$ cat src/rtl/lsu_bus_ctrl_if.sv
// Core-side request/response and data-bus signals of the load/store bus
// controller. 'master' is the controller's view, 'slave' is the view of the
// environment (core pipeline plus data bus).
interface lsu_bus_ctrl_if;
  // core request
  logic        req_valid;
  logic        req_ready;
  logic        req_store;
  logic [31:0] req_addr;
  logic [2:0]  req_size;
  logic [3:0]  req_strobe;
  logic [31:0] req_wdata;
  logic        req_signed;
  logic        flush;
  // data bus
  logic        dbus_valid;
  logic [31:0] dbus_addr;
  logic [2:0]  dbus_size;
  logic [3:0]  dbus_strobe;
  logic [31:0] dbus_data;
  logic        dbus_addr_ok;
  logic        dbus_data_ok;
  logic [31:0] dbus_rdata;
  // core response / status
  logic        resp_valid;
  logic [31:0] resp_data;
  logic        busy;
  logic        bus_timeout;

  modport master (
    input  req_valid, req_store, req_addr, req_size, req_strobe, req_wdata,
           req_signed, flush, dbus_addr_ok, dbus_data_ok, dbus_rdata,
    output req_ready, dbus_valid, dbus_addr, dbus_size, dbus_strobe,
           dbus_data, resp_valid, resp_data, busy, bus_timeout
  );

  modport slave (
    output req_valid, req_store, req_addr, req_size, req_strobe, req_wdata,
           req_signed, flush, dbus_addr_ok, dbus_data_ok, dbus_rdata,
    input  req_ready, dbus_valid, dbus_addr, dbus_size, dbus_strobe,
           dbus_data, resp_valid, resp_data, busy, bus_timeout
  );
endinterface

$ cat src/rtl/lsu_bus_ctrl.sv
// Load/store bus controller: one outstanding access, two-phase bus handshake
// (addr_ok then data_ok), load alignment/extension, flush kill and a sticky
// watchdog flag for stalled transfers.
module lsu_bus_ctrl #(
  parameter int WATCHDOG = 256
) (
  input  logic          clk,
  input  logic          resetn,
  lsu_bus_ctrl_if.master b
);
  localparam logic [2:0] MSIZE1 = 3'b001;
  localparam logic [2:0] MSIZE2 = 3'b010;
  localparam logic [2:0] MSIZE4 = 3'b100;

  typedef enum logic [1:0] {IDLE, ADDR, DATA, RESP} state_t;

  // latched request; strobe is already forced to 0 for loads
  typedef struct packed {
    logic        store;
    logic [31:0] addr;
    logic [2:0]  size;
    logic [3:0]  strobe;
    logic [31:0] wdata;
    logic        sgn;
  } req_t;

  state_t      state, state_nxt;
  req_t        rq;
  logic        accept, capture, wd_wait;
  logic        kill;
  logic [31:0] wd_cnt;
  logic        timeout;
  logic [31:0] resp_q;

  // shift the addressed bytes down to bit 0, then extend to 32 bits
  function automatic logic [31:0] align_load(input logic [31:0] rdata,
                                             input logic [1:0]  sh,
                                             input logic [2:0]  size,
                                             input logic        sgn);
    logic [31:0] s;
    s = rdata >> {sh, 3'b000};
    case (size)
      MSIZE1:  return {{24{sgn & s[7]}}, s[7:0]};
      MSIZE2:  return {{16{sgn & s[15]}}, s[15:0]};
      MSIZE4:  return rdata;
      default: return rdata;
    endcase
  endfunction

  // next-state and handshake decode; flush blocks acceptance in IDLE
  always_comb begin
    state_nxt = state;
    accept    = 1'b0;
    capture   = 1'b0;
    case (state)
      IDLE: begin
        if (b.req_valid && !b.flush) begin
          accept    = 1'b1;
          state_nxt = ADDR;
        end
      end
      ADDR: begin
        if (b.dbus_addr_ok) begin
          if (b.dbus_data_ok) begin
            capture   = 1'b1;
            state_nxt = RESP;
          end else begin
            state_nxt = DATA;
          end
        end
      end
      DATA: begin
        if (b.dbus_data_ok) begin
          capture   = 1'b1;
          state_nxt = RESP;
        end
      end
      RESP:    state_nxt = IDLE;
      default: state_nxt = IDLE;
    endcase
  end

  // state register
  always_ff @(posedge clk or negedge resetn) begin
    if (!resetn) state <= IDLE;
    else         state <= state_nxt;
  end

  // request latch; fields stay stable for the whole bus transaction
  always_ff @(posedge clk or negedge resetn) begin
    if (!resetn) begin
      rq <= '0;
    end else if (accept) begin
      rq.store  <= b.req_store;
      rq.addr   <= b.req_addr;
      rq.size   <= b.req_size;
      rq.strobe <= b.req_store ? b.req_strobe : 4'h0;
      rq.wdata  <= b.req_wdata;
      rq.sgn    <= b.req_signed;
    end
  end

  // response data is computed at data_ok and held until the next capture
  always_ff @(posedge clk or negedge resetn) begin
    if (!resetn)      resp_q <= '0;
    else if (capture) resp_q <= rq.store ? 32'h0
                                         : align_load(b.dbus_rdata, rq.addr[1:0], rq.size, rq.sgn);
  end

  // kill bit: set by flush while a transaction is open, dropped in RESP/IDLE;
  // a flush seen during RESP itself is handled combinationally below
  always_ff @(posedge clk or negedge resetn) begin
    if (!resetn) kill <= 1'b0;
    else         kill <= ((state == ADDR) || (state == DATA)) && (kill || b.flush);
  end

  assign wd_wait = (state == ADDR) || (state == DATA);

  // watchdog counter, saturating so a very long stall cannot wrap it
  always_ff @(posedge clk or negedge resetn) begin
    if (!resetn)                          wd_cnt <= '0;
    else if (accept)                      wd_cnt <= '0;
    else if (wd_wait && (wd_cnt != '1))   wd_cnt <= wd_cnt + 32'd1;
  end

  // sticky timeout, raised on the edge the counter reaches the limit
  always_ff @(posedge clk or negedge resetn) begin
    if (!resetn)
      timeout <= 1'b0;
    else if ((WATCHDOG != 0) && wd_wait && ((wd_cnt + 32'd1) == 32'(WATCHDOG)))
      timeout <= 1'b1;
  end

  assign b.req_ready   = (state == IDLE);
  assign b.dbus_valid  = (state == ADDR);
  assign b.dbus_addr   = rq.addr;
  assign b.dbus_size   = rq.size;
  assign b.dbus_strobe = rq.strobe;
  assign b.dbus_data   = rq.wdata;
  assign b.resp_valid  = (state == RESP) && !kill && !b.flush;
  assign b.resp_data   = resp_q;
  assign b.busy        = (state != IDLE);
  assign b.bus_timeout = timeout;

endmodule

$ cat src/flat_wrapper.sv
// flat-port wrapper written by rule: the top's interface ports become plain ports
module lsu_bus_ctrl_flat 
#(
  parameter int WATCHDOG = 256
)
  (clk, resetn, b_req_valid, b_req_store, b_req_addr, b_req_size, b_req_strobe, b_req_wdata, b_req_signed, b_flush, b_dbus_addr_ok, b_dbus_data_ok, b_dbus_rdata, b_req_ready, b_dbus_valid, b_dbus_addr, b_dbus_size, b_dbus_strobe, b_dbus_data, b_resp_valid, b_resp_data, b_busy, b_bus_timeout);
  lsu_bus_ctrl_if b_i ();
  input  logic clk;
  input  logic resetn;
  input wire logic [$bits(b_i.req_valid)-1:0] b_req_valid;
  input wire logic [$bits(b_i.req_store)-1:0] b_req_store;
  input wire logic [$bits(b_i.req_addr)-1:0] b_req_addr;
  input wire logic [$bits(b_i.req_size)-1:0] b_req_size;
  input wire logic [$bits(b_i.req_strobe)-1:0] b_req_strobe;
  input wire logic [$bits(b_i.req_wdata)-1:0] b_req_wdata;
  input wire logic [$bits(b_i.req_signed)-1:0] b_req_signed;
  input wire logic [$bits(b_i.flush)-1:0] b_flush;
  input wire logic [$bits(b_i.dbus_addr_ok)-1:0] b_dbus_addr_ok;
  input wire logic [$bits(b_i.dbus_data_ok)-1:0] b_dbus_data_ok;
  input wire logic [$bits(b_i.dbus_rdata)-1:0] b_dbus_rdata;
  output wire logic [$bits(b_i.req_ready)-1:0] b_req_ready;
  output wire logic [$bits(b_i.dbus_valid)-1:0] b_dbus_valid;
  output wire logic [$bits(b_i.dbus_addr)-1:0] b_dbus_addr;
  output wire logic [$bits(b_i.dbus_size)-1:0] b_dbus_size;
  output wire logic [$bits(b_i.dbus_strobe)-1:0] b_dbus_strobe;
  output wire logic [$bits(b_i.dbus_data)-1:0] b_dbus_data;
  output wire logic [$bits(b_i.resp_valid)-1:0] b_resp_valid;
  output wire logic [$bits(b_i.resp_data)-1:0] b_resp_data;
  output wire logic [$bits(b_i.busy)-1:0] b_busy;
  output wire logic [$bits(b_i.bus_timeout)-1:0] b_bus_timeout;
  assign b_i.req_valid = b_req_valid;
  assign b_i.req_store = b_req_store;
  assign b_i.req_addr = b_req_addr;
  assign b_i.req_size = b_req_size;
  assign b_i.req_strobe = b_req_strobe;
  assign b_i.req_wdata = b_req_wdata;
  assign b_i.req_signed = b_req_signed;
  assign b_i.flush = b_flush;
  assign b_i.dbus_addr_ok = b_dbus_addr_ok;
  assign b_i.dbus_data_ok = b_dbus_data_ok;
  assign b_i.dbus_rdata = b_dbus_rdata;
  assign b_req_ready = b_i.req_ready;
  assign b_dbus_valid = b_i.dbus_valid;
  assign b_dbus_addr = b_i.dbus_addr;
  assign b_dbus_size = b_i.dbus_size;
  assign b_dbus_strobe = b_i.dbus_strobe;
  assign b_dbus_data = b_i.dbus_data;
  assign b_resp_valid = b_i.resp_valid;
  assign b_resp_data = b_i.resp_data;
  assign b_busy = b_i.busy;
  assign b_bus_timeout = b_i.bus_timeout;
  lsu_bus_ctrl #(.WATCHDOG(WATCHDOG)) u_core (.clk(clk), .resetn(resetn), .b(b_i));
endmodule
$ cat config.mk
export PLATFORM = sky130hd
export DESIGN_NAME = lsu_bus_ctrl_flat
export DESIGN_NICKNAME = d
export VERILOG_FILES = /design/src/rtl/lsu_bus_ctrl_if.sv /design/src/rtl/lsu_bus_ctrl.sv /design/src/flat_wrapper.sv
export SDC_FILE = /design/constraint.sdc
export NUM_CORES = 1
export LEC_CHECK = 0
export ABC_CLOCK_PERIOD_IN_PS = 3000
export CORE_MARGIN = 4
export CORE_UTILIZATION = 48
export DETAILED_ROUTE_END_ITERATION = 10
export PLACE_DENSITY_LB_ADDON = 0.2
export SLEW_MARGIN = 20
export SYNTH_ARGS = -nofsm -noshare
export SYNTH_HDL_FRONTEND = slang
export SYNTH_SLANG_ARGS = --single-unit
$ cat constraint.sdc
create_clock -name clk -period 3 [get_ports clk]
set_input_delay 0.9 -clock clk [delete_from_list [all_inputs] [get_ports clk]]
set_output_delay 0.9 -clock clk [all_outputs]
set_load 0.05 [all_outputs]
==> results of run 1 <==
per-stage QoR:
stage | cell area (um^2) | std cells
detailed placement | 9440 | 1226
floorplan | 7480 | 888
global placement | 9440 | 1226
global route | 10000 | 1257
CTS | 10000 | 1257
finish | 10000 | 1257
state kept, by name (all words and copies together) (netlist names):
name / count
u_core.b.dbus_strobe: 4
u_core.rq: 2
u_core.b.bus_timeout: 1
u_core.b.dbus_size: 3
u_core.b.resp_data: 32
u_core.b.dbus_data: 32
u_core.wd_cnt: 32
u_core.state: 2
u_core.kill: 1
u_core.b.dbus_addr: 32
cell usage in the layout, fill, tap and decap left out, types with 15 or more instances in the layout:
cell | netlist | routed
clkbuf_16 | 0 | 17
xnor2_1 | 15 | 15
nor2_1 | 71 | 70
nor3_1 | 19 | 19
o21ai_0 | 36 | 36
clkdlybuf4s50_1 | 0 | 214
nand3_1 | 26 | 26
buf_4 | 71 | 26
nand2_1 | 282 | 282
dfrtp_1 | 141 | 141
xor2_1 | 25 | 25
a21oi_1 | 21 | 21
metal layers:
metal  GRT usage (%)  vias up  share of wire, %
met5               0        -                 0
met4            6.70        0               1.3
met3            9.39       22               9.5
met2            33.4      191                44
met1            29.1     2898                45
li1                -     3145                 -
path summary, 6_finish.rpt:
check                      cells past startpoint  slack (ps)                     from                       to
hold reg to reg                                2         470  u_core.b.dbus_strobe[3]  u_core.b.dbus_strobe[3]
setup / recovery                               3         140          u_core.state[1]             b_dbus_valid
hold / removal                                 1         450                   resetn        u_core.wd_cnt[30]
min in group clk                               2         470  u_core.b.dbus_strobe[3]  u_core.b.dbus_strobe[3]
setup reg to reg                               9         290         u_core.wd_cnt[0]        u_core.wd_cnt[22]
max in group asynchronous                      2        1840                   resetn   u_core.b.resp_data[11]
power breakdown:
group	switching [mW]	internal, mW	leakage, nW
clock network	0.806	1.23	0.272
registers	0.555	2.65	1.81
logic	4.02	2.09	2.47
total	5.38	5.97	4.56
layout make-up:
class / count / area (um^2)
Tap cell: 211 / 264
Multi-Input combinational cell: 620 / 3190
Inverter: 9 / 33.8
Clock inverter: 8 / 83.8
Fill cell: 1250 / 5250
Clock buffer: 23 / 488
Timing Repair Buffer: 245 / 2430
Sequential cell: 141 / 3530
kinds of logic after synthesis:
| logic type | after synthesis | share of synthesized area (%) |
|---|---|---|
| muxes | 13 | 1.74 |
| AOI/OAI and AO/OA | 102 | 8.74 |
| buffers and inverters | 127 | 10.3 |
| adders and majority gates | 5 | 0.837 |
| DFF | 141 | 47.2 |
| and+or+nand+nor | 460 | 26.5 |
| xor gates and xnor gates | 40 | 4.69 |
critical path, cell delays in order, from the launching register on:
cell and delay (ps):
dfrtp_1 410, inv_1 110, ha_1 210, clkdlybuf4s50_1 820
==> reports/results.ini, run 1 <==
[status]
status = complete, no violations

[route]
ant_nets = 0
drt_wl_total_mm = 19.4
drc_errors = 0
dr.pass1.iters = 4
wl_per_cell_um = 15.4
dr.first_iter.drc_count = 374
dr_total_vias = 6256
routed_via_density = 4.98

[power]
power.density_mw_per_mm2 = 1130
irDropWorstVdd_mv = 0.695
power_mw = 11.3
p_leak_nw = 4.56

[logic_synthesis]
ys.warnings.count = 0
synth_top_area_share_pct = 47.2
synth_cells = 888
synth_cell_type_count = 54
synthMostInstantiatedCell = nand2_1
syn-cell-area_mm2 = 0.00748
syn_area_per_cell_um2 = 8.42
synth_area_leaders = dfrtp_1 47%, nand2_1 14%, buf_4 7.1%
ys_seq_elements = 141
ys_seq_area_share_pct = 47.2
synth_flop_cell = dfrtp_1
synth_top_cell_by_area = dfrtp_1
synth_commonest_cells = 282 x nand2_1, 141 x dfrtp_1, 71 x buf_4, 71 x nor2_1, 36 x o21ai_0
synth_edf_count = 0
async_flop_share_pct = 100
synth.net_count = 1004

[placement]
numPortBuffers = 218
dp_hpwl_mm = 14.0
pre_cts_ws_ps = 209
place.gp.congestion = 0.879

[sta]
drv_slew = 0
hold_viol = 0
tightest_slew_ps = 606
tns_ps = 0
clock_skew_ps = 9.30
rsz0062_at_grt = false
relSlewSlack_pct = 59.6
fmax_ghz = 0.349
finalCritPeriodShare_pct = 95.4
finalWorstSetupSlack_ps = 138
finalSetupViolCount = 0
holdWs_ps = 447
min_period_ps = 2860

[floorplan]
start_util_pct = 49.0
die-area_mm2 = 0.0176
num_rows = 45
chipWidth_um = 133
io_pins = 219
coreArea_mm2 = 0.0153
die_y_um = 133

[clock_network]
postCtsSetupBuffers = 0
ctsHoldBuffers = 0
cts_sinks = 141
cts_tree = yes
clockBufferDepth = 2
htree_levels = 4
numCtsBuffers = 17
clkTransAtPathRegs_ps = 60
cts-resized-gates = 0
cts_root_buf = clkbuf_16
clock_latency_ps = 420

[critical_path]
crit_path_end_kind = output port
cp_max_fo = 4
critPathArrivalTime_ps = 1960
start_kind = flip-flop
critPathRequiredTime_ps = 2100
crit_type = reg2out

[global_routing]
grt_max_degree = 59
track_usage_pct = 22.1
grt_pass1_wl_mm = 31.4
grt_pass1_vias = 6076
antenna_found_initial = 0
grt_remaining_overflow = 0

[min_path]
hp-class = in2async

[final_layout]
synthToLayoutAreaGrowth_pct = 33.9
layout.nets = 1150
post-route-util_pct = 65.6
antenna_cells = 0
drive_gt1_share_pct = 6.69

[job]
cap_violations = 0

Power figures use the tool's default switching activity.
==> run 2: changes to the inputs <==
--- a/config.mk
+++ b/config.mk
@@ -10,7 +10,6 @@
 export CORE_UTILIZATION = 48
 export DETAILED_ROUTE_END_ITERATION = 10
 export PLACE_DENSITY_LB_ADDON = 0.2
-export SLEW_MARGIN = 20
 export SYNTH_ARGS = -nofsm -noshare
 export SYNTH_HDL_FRONTEND = slang
 export SYNTH_SLANG_ARGS = --single-unit
==> results of run 2 <==
Final layout, timing and power as in run 1 (identical DEF).
